<file path="src/rtl/sw.sv">
// sw: 4x4 wormhole crossbar with a flit FIFO on every input and a
// round-robin arbiter plus registered flit output on every output.
module sw #(
    parameter int PKTW       = 9,
    parameter int FIFO_DEPTH = 16
) (
    input  logic          clk,
    input  logic          rst,
    input  logic [PKTW:0] i0,
    input  logic [PKTW:0] i1,
    input  logic [PKTW:0] i2,
    input  logic [PKTW:0] i3,
    output logic [PKTW:0] o0,
    output logic [PKTW:0] o1,
    output logic [PKTW:0] o2,
    output logic [PKTW:0] o3
);
    localparam int AW = $clog2(FIFO_DEPTH);
    localparam logic [1:0] T_IDLE = 2'b00;
    localparam logic [1:0] T_HEAD = 2'b10;
    localparam logic [1:0] T_TAIL = 2'b11;
    localparam logic [AW:0] FULL = (AW + 1)'(FIFO_DEPTH);

    logic [PKTW:0] din  [4];
    logic [PKTW:0] dout [4];
    logic [PKTW:0] front[4];
    logic [PKTW:0] mem  [4][FIFO_DEPTH];
    logic [AW-1:0] rd_ptr[4];
    logic [AW-1:0] wr_ptr[4];
    logic [AW:0]   cnt   [4];
    logic [3:0]    empty;
    logic [3:0]    open;
    logic [3:0]    push;
    logic [3:0]    pop;
    logic [3:0]    busy;
    logic [3:0]    req   [4];

    logic [3:0]    locked;
    logic [1:0]    src   [4];
    logic [1:0]    prio  [4];
    logic [3:0]    fwd;
    logic [3:0]    rel;
    logic [3:0]    grant_v;
    logic [1:0]    grant_s[4];

    assign din[0] = i0;
    assign din[1] = i1;
    assign din[2] = i2;
    assign din[3] = i3;
    assign o0 = dout[0];
    assign o1 = dout[1];
    assign o2 = dout[2];
    assign o3 = dout[3];

    // FIFO status and head-of-queue flit per input
    always_comb begin
        for (int p = 0; p < 4; p++) begin
            empty[p] = (cnt[p] == '0);
            front[p] = mem[p][rd_ptr[p]];
        end
    end

    // Accept heads always, bodies/tails only inside an open packet, never when full
    always_comb begin
        push = '0;
        for (int p = 0; p < 4; p++) begin
            if (din[p][PKTW-:2] == T_HEAD)
                push[p] = 1'b1;
            else if (din[p][PKTW-:2] != T_IDLE && open[p])
                push[p] = 1'b1;
            if (cnt[p] == FULL)
                push[p] = 1'b0;
        end
    end

    // Locked outputs pull one flit per cycle; a forwarded tail releases the lock
    always_comb begin
        pop = '0;
        fwd = '0;
        rel = '0;
        for (int o = 0; o < 4; o++) begin
            if (locked[o] && !empty[src[o]]) begin
                fwd[o] = 1'b1;
                pop[src[o]] = 1'b1;
                if (front[src[o]][PKTW-:2] == T_TAIL)
                    rel[o] = 1'b1;
            end
        end
    end

    // An input stays busy while an output holds it, except on its release cycle
    always_comb begin
        busy = '0;
        for (int o = 0; o < 4; o++) begin
            if (locked[o] && !rel[o])
                busy[src[o]] = 1'b1;
        end
    end

    // Request matrix: free input whose queued head flit targets output o
    always_comb begin
        for (int i = 0; i < 4; i++) begin
            for (int o = 0; o < 4; o++) begin
                req[i][o] = !empty[i] && !busy[i]
                    && (front[i][PKTW-:2] == T_HEAD)
                    && (front[i][1:0] == 2'(o));
            end
        end
    end

    // Round-robin search; a releasing output re-arbitrates in the same
    // cycle from the updated pointer so packets can run back-to-back
    always_comb begin
        logic [1:0] start;
        logic [1:0] idx;
        start   = '0;
        idx     = '0;
        grant_v = '0;
        for (int o = 0; o < 4; o++) begin
            grant_s[o] = '0;
            start = rel[o] ? src[o] + 2'd1 : prio[o];
            if (!locked[o] || rel[o]) begin
                for (int k = 0; k < 4; k++) begin
                    idx = start + 2'(k);
                    if (!grant_v[o] && req[idx][o]) begin
                        grant_v[o] = 1'b1;
                        grant_s[o] = idx;
                    end
                end
            end
        end
    end

    // FIFO pointers, occupancy and per-input packet-open tracking
    always_ff @(posedge clk or posedge rst) begin
        if (rst) begin
            open <= '0;
            for (int p = 0; p < 4; p++) begin
                rd_ptr[p] <= '0;
                wr_ptr[p] <= '0;
                cnt[p]    <= '0;
            end
        end else begin
            for (int p = 0; p < 4; p++) begin
                if (push[p])
                    wr_ptr[p] <= wr_ptr[p] + AW'(1);
                if (pop[p])
                    rd_ptr[p] <= rd_ptr[p] + AW'(1);
                cnt[p] <= cnt[p] + (AW + 1)'(push[p]) - (AW + 1)'(pop[p]);
                if (din[p][PKTW-:2] == T_HEAD)
                    open[p] <= 1'b1;
                else if (din[p][PKTW-:2] == T_TAIL)
                    open[p] <= 1'b0;
            end
        end
    end

    // FIFO storage; contents are don't-care while the pointers say empty
    always_ff @(posedge clk) begin
        for (int p = 0; p < 4; p++) begin
            if (push[p])
                mem[p][wr_ptr[p]] <= din[p];
        end
    end

    // Output locks, priority pointers and registered output flits
    always_ff @(posedge clk or posedge rst) begin
        if (rst) begin
            locked <= '0;
            for (int o = 0; o < 4; o++) begin
                src[o]  <= '0;
                prio[o] <= '0;
                dout[o] <= '0;
            end
        end else begin
            for (int o = 0; o < 4; o++) begin
                if (grant_v[o]) begin
                    locked[o] <= 1'b1;
                    src[o]    <= grant_s[o];
                end else if (rel[o]) begin
                    locked[o] <= 1'b0;
                end
                if (rel[o])
                    prio[o] <= src[o] + 2'd1;
                dout[o] <= fwd[o] ? front[src[o]] : '0;
            end
        end
    end
endmodule

</file>
<file path="config.mk">
export PLATFORM = sky130hd
export DESIGN_NAME = sw
export DESIGN_NICKNAME = d
export VERILOG_FILES = /design/src/rtl/sw.sv
export SDC_FILE = /design/constraint.sdc
export NUM_CORES = 1
export LEC_CHECK = 0
export ABC_AREA = 0
export CELL_PAD_IN_SITES_DETAIL_PLACEMENT = 0
export CELL_PAD_IN_SITES_GLOBAL_PLACEMENT = 1
export CORE_ASPECT_RATIO = 1.75
export CORE_MARGIN = 4
export CORE_UTILIZATION = 50
export CTS_CLUSTER_DIAMETER = 100
export DETAILED_ROUTE_END_ITERATION = 8
export GPL_TIMING_DRIVEN = 0
export PLACE_DENSITY = 0.75
export SYNTH_ARGS = -nofsm -noshare
export SYNTH_HDL_FRONTEND = slang
export SYNTH_SLANG_ARGS = --single-unit
</file>
<file path="constraint.sdc">
create_clock -name clk -period 4.4 [get_ports clk]
set_input_delay 0.88 -clock clk [delete_from_list [all_inputs] [get_ports clk]]
set_output_delay 0.88 -clock clk [all_outputs]
set_load 0.05 [all_outputs]
</file>
==> out/results.ini, run 1 <==
[outcome]
status=finished clean

[route]
via_count=17332
drt_iter0_markers=1578
drc=0
routed_wl_mm=77.18
firstDrtPassIters=6
vias_per_cell=5.985
ant_nets=0
wl_per_cell_um=26.65

[synth]
yosys.area.top_type=edfxtp_1
seq_area_frac_synth_pct=68.87
synth_area_um2=32120
synthMuxAreaShare_pct=14.09
yosys.area.top_type_share_pct=59.83
synth_ff_type=edfxtp_1
async_flop_share_pct=15.34
synthSimpleGateAreaFrac_pct=5.274
ys_warn_count=0
synth_top_family_by_area=multiplexers
ys_types=77
synth_compound_area_share_pct=6.100
ys_ff_latch=756
ys_top_cells_by_area=edfxtp_1 (60%), dfrtp_1 (9.0%), mux4_2 (9.0%)
synthAdderAreaFrac_pct=2.586
avgSynthCellArea_um2=17.09
synth_edf_count=640
syn_inst=1880
syn-num-nets=1986
synth_xor_area_share_pct=1.091

[final_layout]
design_area_um2=36240
diodes=0
fin_cells=2896
layout-drive-gt1-share_pct=15.12
areaGrowthSynthToFinish_pct=12.82
fin_nets=2146

[timing]
rsz0062_at_grt=false
finalHoldViolCount=0
timing.fmax_mhz=237.9
finalCritPeriodShare_pct=95.54
finalSetupViolCount=0
tightest_slew_ns=1.443
finClkSkew_ns=0.01720
holdWs_ns=0.5320
finalWorstSetupSlack_ns=0.1962
period_minus_slack_ns=4.204
relSlewSlack_pct=3.451
slew_viol_final=0

[global_routing]
globalRouteTotalUtil_pct=22.83
grt_pass1_vias=18355
grt_first_pass_wirelength_mm=115.6
grt_max_degree=79
grt_overflow=0
antenna_found_initial=0

[clock_network]
hold_buffers=0
clk_pin_slew_ns=0.06
post-cts-setup-buffer-count=0
numCtsBuffers=67
root_buffer=clkbuf_16
clock_path_buffers=3
worstSkewPairLatency_ns=0.61
cts_resized=7
clock_sinks=756
cts_tree=done
h-tree-depth=3

[power_and_ir_drop]
comb_power_share_pct=43.7
leakagePower_uw=0.01272
p_per_area_nw_per_um2=740.2
seqPwrFrac_pct=35.2
power.internal_uw=16580
clockPowerShare_pct=21.1
power_switching_uw=10250
peakVddDrop_mv=0.3965
switching_share_pct=38.20

[placement]
io_buffers=81
dpl_cell_area_um2=34100
dp_hpwl_mm=54.17
dp.cells=2776
place_ws_ns=-0.3767
routabilityCongestion=0.9291

[die]
die_h_um=343.3
dieArea_um2=68520
initial_core_util_pct=50.59
io_pins=82
die_x_um=199.6
coreArea_um2=63500
row_count=122

[critical_path]
cp-start-kind=flop
end_kind=flop
cp.arrival_ns=4.68
crit_chain=clkbuf_1 -> buf_1 -> inv_1 -> nor2_1 -> clkbuf_1 -> a221oi_1 -> a22oi_1 -> nand2_1 -> mux4_2 -> and2_1
critPathMaxFanout=10
cp_slowest_cell=mux4_2
cp.required_ns=4.88
path_class=flop to flop
crit_top_cell=clkbuf_1
slowest_delay_ns=0.54

[worst_hold_path]
hold_path.class=flop to flop

[flow_run]
max_cap_viol_count=0

-- sequential cells by signal, summed over array words and instances, names as in the netlist, 8 cells and up --
signal  count
mem       640
rd_ptr     16
cnt        20
o3         10
o1         10
prio        8
wr_ptr     16
o2         10
src         8
o0         10
-- critical path, delay by kind of cell (launching register included) --
family	cells	cell delay, ns
DFF	1	0.37
buffers and inverters	4	1.64
muxes	1	0.54
AOI/OAI and AO/OA	2	0.50
and+or+nand+nor	3	1.00
-- logic make-up after synthesis --
| logic type | count (synthesis) |
|---|---|
| DFF | 756 |
| and+or+nand+nor | 328 |
| muxes | 286 |
| AOI/OAI and AO/OA | 253 |
| buffers and inverters | 153 |
| adders and majority gates | 64 |
| xor gates and xnor gates | 40 |
-- final cells by class --
cell class | count | area, um^2
fillers | 4849 | 27260
clock inverters | 28 | 202.7
well taps | 806 | 1008
inverters | 71 | 271.5
plain buffers | 81 | 376.6
flip-flops and latches | 756 | 22120
multi-input cells | 971 | 9424
repair buffers | 92 | 950.9
clock buffers | 91 | 1884
-- power groups by stage --
stage | clock network [uW] | registers, uW | logic [uW]
3_5_place_dp | 0 | 9590 | 11700
4_1_cts | 5750 | 9440 | 11800
2_1_floorplan | 0 | 9980 | 7460
6_report | 5650 | 9440 | 11700
3_3_place_gp | 0 | 9540 | 11500
5_1_grt | 6070 | 9540 | 12600
-- path summary, 6_finish.rpt --
kind / from / to / slack, ns / cells past startpoint
worst max-delay path: rd_ptr[2] / o0[6] / 0.20 / 10
worst min-delay path: open[1] / open[1] / 0.53 / 2
worst max register to register: rd_ptr[2] / o0[6] / 0.20 / 10
worst min register to register: open[1] / open[1] / 0.53 / 2
max in group asynchronous: rst / wr_ptr[8] / 2.93 / 3
min in group asynchronous: rst / wr_ptr[7] / 0.65 / 2
-- cell usage in the layout (no fill, tap or decap), types with 14 or more instances in the layout --
| cell type | count |
|---|---|
| nand3_1 | 15 |
| dfrtp_1 | 116 |
| nand2_1 | 89 |
| ha_1 | 60 |
| a22oi_1 | 45 |
| clkdlybuf4s50_1 | 81 |
| buf_6 | 14 |
| buf_1 | 14 |
| o21ai_0 | 44 |
| clkinv_1 | 15 |
| nor2_1 | 63 |
| mux2i_1 | 144 |
| clkbuf_1 | 50 |
| and2_1 | 83 |
| a221oi_1 | 66 |
| edfxtp_1 | 640 |
| mux4_2 | 128 |
| xnor2_1 | 32 |
| a21oi_1 | 23 |
| buf_2 | 22 |
| inv_1 | 63 |
| clkbuf_16 | 70 |
-- synthesized netlist by cell type (6+ instances only) --
| master | n |
|---|---|
| xnor2_1 | 32 |
| xor2_1 | 8 |
| dfrtp_1 | 116 |
| nand2_1 | 91 |
| a21o_1 | 8 |
| buf_2 | 19 |
| clkbuf_1 | 42 |
| mux4_2 | 128 |
| a22oi_1 | 45 |
| o21ai_0 | 45 |
| a21oi_1 | 23 |
| buf_1 | 14 |
| nand3_1 | 15 |
| nor2_1 | 64 |
| and2_1 | 83 |
| and3_1 | 10 |
| mux2_2 | 11 |
| nand2b_1 | 10 |
| nor2b_1 | 12 |
| clkinv_1 | 7 |
| inv_1 | 64 |
| o211ai_1 | 6 |
| ha_1 | 60 |
| mux2i_1 | 144 |
| nor3_1 | 16 |
| edfxtp_1 | 640 |
| a22o_1 | 6 |
| a221oi_1 | 66 |
-- per-layer routing --
layer  vias to the layer above  part of all wire (%)  GRT usage, %
li1                       7749                     -             -
met5                         -                     0             0
met2                       510                    57         43.10
met1                      8937                    36         26.40
met4                         0                   3.3         7.746
met3                       136                   4.1         3.057
-- through the flow --
stage / util [%] / total power [uW] / TNS (ns)
global route: 57.07 / 28180 / 0
detailed placement: 53.71 / 21320 / -2.381
finish: 57.07 / 26820 / 0
global placement: 53.45 / 21020 / -217.00
floorplan: - / 17440 / 0
CTS: 57.01 / 26980 / 0
(Power assumes the default switching activity.)
==> inputs of run 2 (changes only) <==
--- a/config.mk
+++ b/config.mk
@@ -13,8 +13,9 @@
 export CORE_UTILIZATION = 50
 export CTS_CLUSTER_DIAMETER = 100
 export DETAILED_ROUTE_END_ITERATION = 8
-export GPL_TIMING_DRIVEN = 0
+export GPL_TIMING_DRIVEN = 1
 export PLACE_DENSITY = 0.75
+export SKIP_LAST_GASP = 1
 export SYNTH_ARGS = -nofsm -noshare
 export SYNTH_HDL_FRONTEND = slang
 export SYNTH_SLANG_ARGS = --single-unit
==> run 2 against run 1 <==
Effect of this change: non-clock buffer count grew 18; critical path depth grew 7; global-route usage shrank 0.29 points; utilization grew 0.58 points; sequential cell count is the same; final cell count grew 0.62%; worst setup slack gained 0.057 ns; combinational power is essentially flat; total power grew 1.2%; sequential power grew 2.8%; via count grew 0.34%; largest cell class unchanged; largest power group unchanged.
==> out/results.ini, run 2 (synthesized netlist as in run 1, its figures left out) <==
[critical_path]
end_kind=flop  ; unchanged
slowest_delay_ns=0.64  ; was 0.54 ns
cp.arrival_ns=4.62  ; was 4.68 ns
crit_chain=inv_1 -> ha_1 -> or4b_1 -> mux4_2 -> and2_1 -> a22oi_1 -> nand2_1 -> ha_1 -> inv_1 -> ha_1 -> inv_1 -> fa_1 -> inv_1 -> a21oi_1 -> nor2_1 -> nor2_1 -> xnor2_1  ; was clkbuf_1 -> buf_1 -> inv_1 -> nor2_1 -> clkbuf_1 -> a221oi_1 -> a22oi_1 -> nand2_1 -> mux4_2 -> and2_1
cpLargestDelayFamily=simple AND/OR/NAND/NOR gates  ; was buffers and inverters
critPathBufInv=4  ; unchanged
cp-start-kind=flop  ; unchanged
crit_top_cell=inv_1  ; was clkbuf_1
cp.required_ns=4.87  ; was 4.88 ns
critPathMaxFanout=12  ; was 10
path_class=flop to flop  ; unchanged
cp_slowest_cell=or4b_1  ; was mux4_2

[timing]
tightest_slew_ns=0.9236  ; was 1.443 ns
rsz0062_at_grt=false  ; unchanged
finalCritPeriodShare_pct=94.25  ; was 95.54%
finalSetupViolCount=0  ; unchanged
holdWs_ns=0.5294  ; was 0.5320 ns
relSlewSlack_pct=38.43  ; was 3.451%
finalHoldViolCount=0  ; unchanged
timing.fmax_mhz=241.1  ; was 237.9 MHz
slew_viol_final=0  ; unchanged
finClkSkew_ns=0.01883  ; was 0.01720 ns
period_minus_slack_ns=4.147  ; was 4.204 ns
timing.setup.tns_ns=0  ; unchanged

[clock_network]
hold_buffers=0  ; unchanged
h-tree-depth=3  ; unchanged
post-cts-setup-buffer-count=0  ; unchanged
cts_tree=done  ; unchanged
root_buffer=clkbuf_16  ; unchanged
numCtsBuffers=66  ; was 67
clock_path_buffers=3  ; unchanged
worstSkewPairLatency_ns=0.59  ; was 0.61 ns
cts_resized=0  ; was 7
clk_pin_slew_ns=0.07  ; was 0.06 ns
clock_sinks=756  ; unchanged

[route]
via_count=17391  ; was 17332
vias_per_cell=5.968  ; was 5.985
drt_iter0_markers=1412  ; was 1578
ant_nets=0  ; unchanged
routed_wl_mm=76.16  ; was 77.18 mm
drc=0  ; unchanged
firstDrtPassIters=5  ; was 6
wl_per_cell_um=26.13  ; was 26.65 um

[global_routing]
antenna_found_initial=0  ; unchanged
grt_max_degree=84  ; was 79
globalRouteTotalUtil_pct=22.54  ; was 22.83%
grt_pass1_vias=18560  ; was 18355
grt_first_pass_wirelength_mm=115.6  ; about the same
grt_overflow=0  ; unchanged

[die]
initial_core_util_pct=50.59  ; unchanged
dieArea_um2=68520  ; unchanged
coreArea_um2=63500  ; unchanged
io_pins=82  ; unchanged
row_count=122  ; unchanged
die_h_um=343.3  ; unchanged
die_x_um=199.6  ; unchanged

[final_layout]
most-common-layout-cells=edfxtp_1 (640), mux2i_1 (144), mux4_2 (128), dfrtp_1 (112), buf_4 (110)  ; was edfxtp_1 (640), mux2i_1 (144), mux4_2 (128), dfrtp_1 (116), nand2_1 (89)
multi_input_area_um2=9364  ; was 9424 um^2
seqCellArea_um2=22130  ; was 22120 um^2
layout-drive-gt1-share_pct=17.60  ; was 15.12%
diodes=0  ; unchanged
fin_nets=2163  ; was 2146
final_common_cell=edfxtp_1  ; unchanged
fillCellCount=4810  ; was 4849
areaGrowthSynthToFinish_pct=13.97  ; was 12.82%
largest_register_ffs=640  ; unchanged
design_area_um2=36610  ; was 36240 um^2

[power_and_ir_drop]
p_per_area_nw_per_um2=741.2  ; was 740.2 nW/um^2
leakagePower_uw=0.01303  ; was 0.01272 uW
power.internal_uw=17030  ; was 16580 uW
power_switching_uw=10110  ; was 10250 uW
clockPowerShare_pct=21.7  ; was 21.1%
seqPwrFrac_pct=35.7  ; was 35.2%
comb_power_share_pct=42.6  ; was 43.7%
peakVddDrop_mv=0.3172  ; was 0.3965 mV
switching_share_pct=37.25  ; was 38.20%

[flow_run]
max_cap_viol_count=0  ; unchanged

[outcome]
status=finished clean  ; unchanged

[placement]
io_buffers=81  ; unchanged
dpl_cell_area_um2=34410  ; was 34100 um^2
dp_hpwl_mm=53.40  ; was 54.17 mm
routabilityCongestion=0.9251  ; was 0.9291

[worst_hold_path]
hold_path.class=flop to flop  ; unchanged

[run 2: layout make-up]
cell class | count | share of cell area [%]
inverters | 71 | 0.7416
clock buffers | 85 | 5.051
multi-input cells | 971 | 25.58
well taps | 806 | 2.755
repair buffers | 191 | 4.470
flip-flops and latches | 756 | 60.46
clock inverters | 34 | 0.9467
[run 2: power groups by stage]
stage               Clock, uW  Sequential [uW]  Combinational, uW
global route             6290             9810              12400
detailed placement          0             9850              11600
global placement            0             9790              11400
floorplan                   0             9980               7460
CTS                      6010             9700              11700
finish                   5880             9700              11600
[run 2: worst paths after layout]
kind	from	to	slack, ns	cells after the start
min in group asynchronous	rst	cnt[5]	0.85	2
hold reg to reg	wr_ptr[11]	wr_ptr[11]	0.53	1
setup / recovery	cnt[8]	cnt[9]	0.25	17
hold / removal	wr_ptr[11]	wr_ptr[11]	0.53	1
max in group asynchronous	rst	o1[5]	2.64	3
setup reg to reg	cnt[8]	cnt[9]	0.25	17
[run 2: through the flow]
stage               std cells  total power, uW  utilization (%)  setup WS, ns
finish                   2914            27140            57.65        0.2528
global route             2914            28520            57.65       0.02305
CTS                      2914            27370            57.65        0.1725
detailed placement       2795            21470            54.19        0.1738
global placement         2795            21180            54.19        0.2941
floorplan                1880            17440                -        0.4476
[run 2: worst reg2reg max path, delay by kind of cell, from the launching register on]
family	cells	cell delay, ns
muxes	1	0.51
xor gates and xnor gates	1	0.11
DFF	1	0.39
and+or+nand+nor	5	1.38
adders and majority gates	4	1.06
buffers and inverters	4	0.28
AOI/OAI and AO/OA	2	0.31
[run 2: per-layer routing]
layer / routed length (um) / GRT usage [%]
met5: 0 / 0
met4: 3006 / 8.737
met3: 3191 / 2.920
met2: 41640 / 40.97
met1: 28320 / 27.16
==> edit: new RTL, flow settings as in run 1 <==
Add an input register stage for `i0`, `i1`, `i2` and `i3`, with the module's reset; this delays them by one clock.
--- a/src/rtl/sw.sv
+++ b/src/rtl/sw.sv
@@ -22,4 +22,23 @@
     localparam logic [AW:0] FULL = (AW + 1)'(FIFO_DEPTH);
 
+    logic [PKTW:0] i0_q;
+    logic [PKTW:0] i1_q;
+    logic [PKTW:0] i2_q;
+    logic [PKTW:0] i3_q;
+
+    always_ff @(posedge clk or posedge rst) begin
+        if (rst) begin
+            i0_q <= '0;
+            i1_q <= '0;
+            i2_q <= '0;
+            i3_q <= '0;
+        end else begin
+            i0_q <= i0;
+            i1_q <= i1;
+            i2_q <= i2;
+            i3_q <= i3;
+        end
+    end
+
     logic [PKTW:0] din  [4];
     logic [PKTW:0] dout [4];
@@ -44,8 +63,8 @@
     logic [1:0]    grant_s[4];
 
-    assign din[0] = i0;
-    assign din[1] = i1;
-    assign din[2] = i2;
-    assign din[3] = i3;
+    assign din[0] = i0_q;
+    assign din[1] = i1_q;
+    assign din[2] = i2_q;
+    assign din[3] = i3_q;
     assign o0 = dout[0];
     assign o1 = dout[1];
Behaviour: not the same (a bounded check fails within 4 cycles, from zero or initial values and one cycle with rst high).
==> edit against run 1 <==
Routed wire length grew 0.24%; area after synthesis grew 3.7%; design area grew 4.8%; count of clock-buffer cells in the layout grew 5; setup slack lost 59 ps; power grew 4.7%; first-iteration DRC count shrank 8.4%; final cell count grew 6.9%; synthesized cell count grew 5.1%; sequential cell count grew 40; non-clock buffer count grew 10; sequential share of layout area shrank 0.17 points; clock skew grew 8.6 ps; critical endpoint is now src[3]; largest cell class unchanged; highest routed layer is now met5.
==> edit: results <==
export IMPL_synth_async_reset_ratio=0.1960
export IMPL_synth_compound_area_frac=0.05293
export IMPL_dpl_hpwl_microns=54080
export IMPL_synth_cell_type_count=80
export IMPL_leakagePower_nw=13.53
export IMPL_overflow=0
export IMPL_slowest_stage="clkbuf_1"
export IMPL_clk_path_buf_depth=3
export IMPL_grt_max_degree=45
export IMPL_worstPathArrival_ps=4780
export IMPL_dp_cells=2960
export IMPL_post_drt_wl_per_cell_microns=24.99
export IMPL_r2r_start="rd_ptr[14]"
export IMPL_slew_headroom=0.06334
export IMPL_cts_root_buf="clkbuf_16"
export IMPL_ys_top_cells_by_area="edfxtp_1 58%, dfrtp_1 12%, mux4_2 8.2%, mux2i_1 5.0%, ha_1 2.3%"
export IMPL_setup_viol=0
export IMPL_hold_path_cell_count=1
export IMPL_grt_pass1_vias=19050
export IMPL_synthAdderAreaFrac=0.02494
export IMPL_grt_pass1_wl_microns=116300
export IMPL_antenna_found_initial=1
export IMPL_synth_xor_area_frac=0.01052
export IMPL_r2r_setup_slack_ps=140
export IMPL_antenna_cells=0
export IMPL_muxShareOfSynthArea=0.1423
export IMPL_clock_skew_ps=25.79
export IMPL_gp_congestion=0.9297
export IMPL_netlist_top_cells_count="640 x edfxtp_1, 165 x mux2i_1, 156 x dfrtp_1"
export IMPL_clk_latency_ps=640
export IMPL_cts_buffers_inserted=72
export IMPL_synth_seq_area_share=0.6942
export IMPL_yosysWarnings=0
export IMPL_layout_drive_gt1_share=0.1577
export IMPL_synthesis_nets=2081
export IMPL_reg2reg_to="src[3]"
export IMPL_vdd_drop_max_mv=0.3564
export IMPL_status="finished, final reports clean"
export IMPL_crit_family="simple AND/OR/NAND/NOR gates"
export IMPL_reg2reg_depth=13
export IMPL_fillCellCount=4994
export IMPL_min_from="prio[4]"
export IMPL_drt_iter0_markers=1445
export IMPL_routed_via_count=17960
export IMPL_synth_area_per_cell_sq_um=16.87
export IMPL_globalRouteTotalUtil=0.2179
export IMPL_hold_end="prio[4]"
export IMPL_numPortBuffers=81
export IMPL_final_net_count=2253
export IMPL_wl_microns=77370
## edit: worst max path at each step
stage                    start       to  slack, ps  depth (start not counted)
floorplan               src[3]  cnt[14]        730                         17
global placement        cnt[3]  cnt[14]      -1160                         17
detailed placement      src[3]  cnt[14]       -420                         17
CTS                  rd_ptr[4]    o0[3]          1                          9
global route        rd_ptr[14]   src[3]          7                         13
finish              rd_ptr[14]   src[3]        140                         13
## edit: what timing repair did
| action | in CTS | in global routing |
|---|---|---|
| buffers inserted | 0 | 2 |
| pin swaps | 0 | 1 |
| resized for setup | 14 | 12 |
| endpoints found under the setup margin | 17 | 27 |
## edit: area by class of cell
cell class              instances  area [sq um]  area share
inverters                      75         290.3    0.007642
repair buffers                 98          1018     0.02681
well taps                     889          1112     0.02928
clock buffers                  96          1993     0.05247
multi-input cells            1019          9630      0.2535
flip-flops and latches        796         23120      0.6087
plain buffers                  85         404.1     0.01064
clock inverters                38         412.9     0.01087
## edit: worst register-to-register path: cells and delay by family (launching register included)
kind	cells	cell delay (ps)
and+or+nand+nor	5	1670
AOI/OAI and AO/OA	6	1260
buffers and inverters	2	790
DFF	1	410
## edit: metal layers
| layer | routed length [microns] | global-route usage | vias to the layer above |
|---|---|---|---|
| met1 | 28540 | 0.2502 | 9226 |
| met5 | 13 | 0 | - |
| li1 | - | - | 8048 |
| met4 | 3270 | 0.09437 | 2 |
| met2 | 42340 | 0.4062 | 522 |
| met3 | 3203 | 0.02939 | 165 |
## edit: through the flow
stage | instance area (sq um) | total power [W] | setup WS, ps | utilization | hold slack, ps
finish | 37980 | 0.02809 | 137.1 | 0.5741 | 520.8
global route | 37980 | 0.02948 | 6.931 | 0.5741 | 544.0
CTS | 37950 | 0.02825 | 1.313 | 0.5737 | 523.3
detailed placement | 35500 | 0.02183 | -422.2 | 0.5365 | 507.3
global placement | 35240 | 0.02145 | -1163 | 0.5326 | 505.8
floorplan | 33310 | 0.01802 | 725.6 | - | 485.0
## edit: cell families (layout without fill, tap and decap cells)
kind of cell               Yosys count  in the layout
adders and majority gates           64             64
and+or+nand+nor                    345            345
muxes                              318            318
AOI/OAI and AO/OA                  252            252
DFF                                796            796
xor gates and xnor gates            40             40
buffers and inverters              160            392
## edit: where the power goes
part,internal [W],switching (W)
clock network,0.00358,0.00278
registers,0.00932,0.000606
logic,0.00470,0.00710
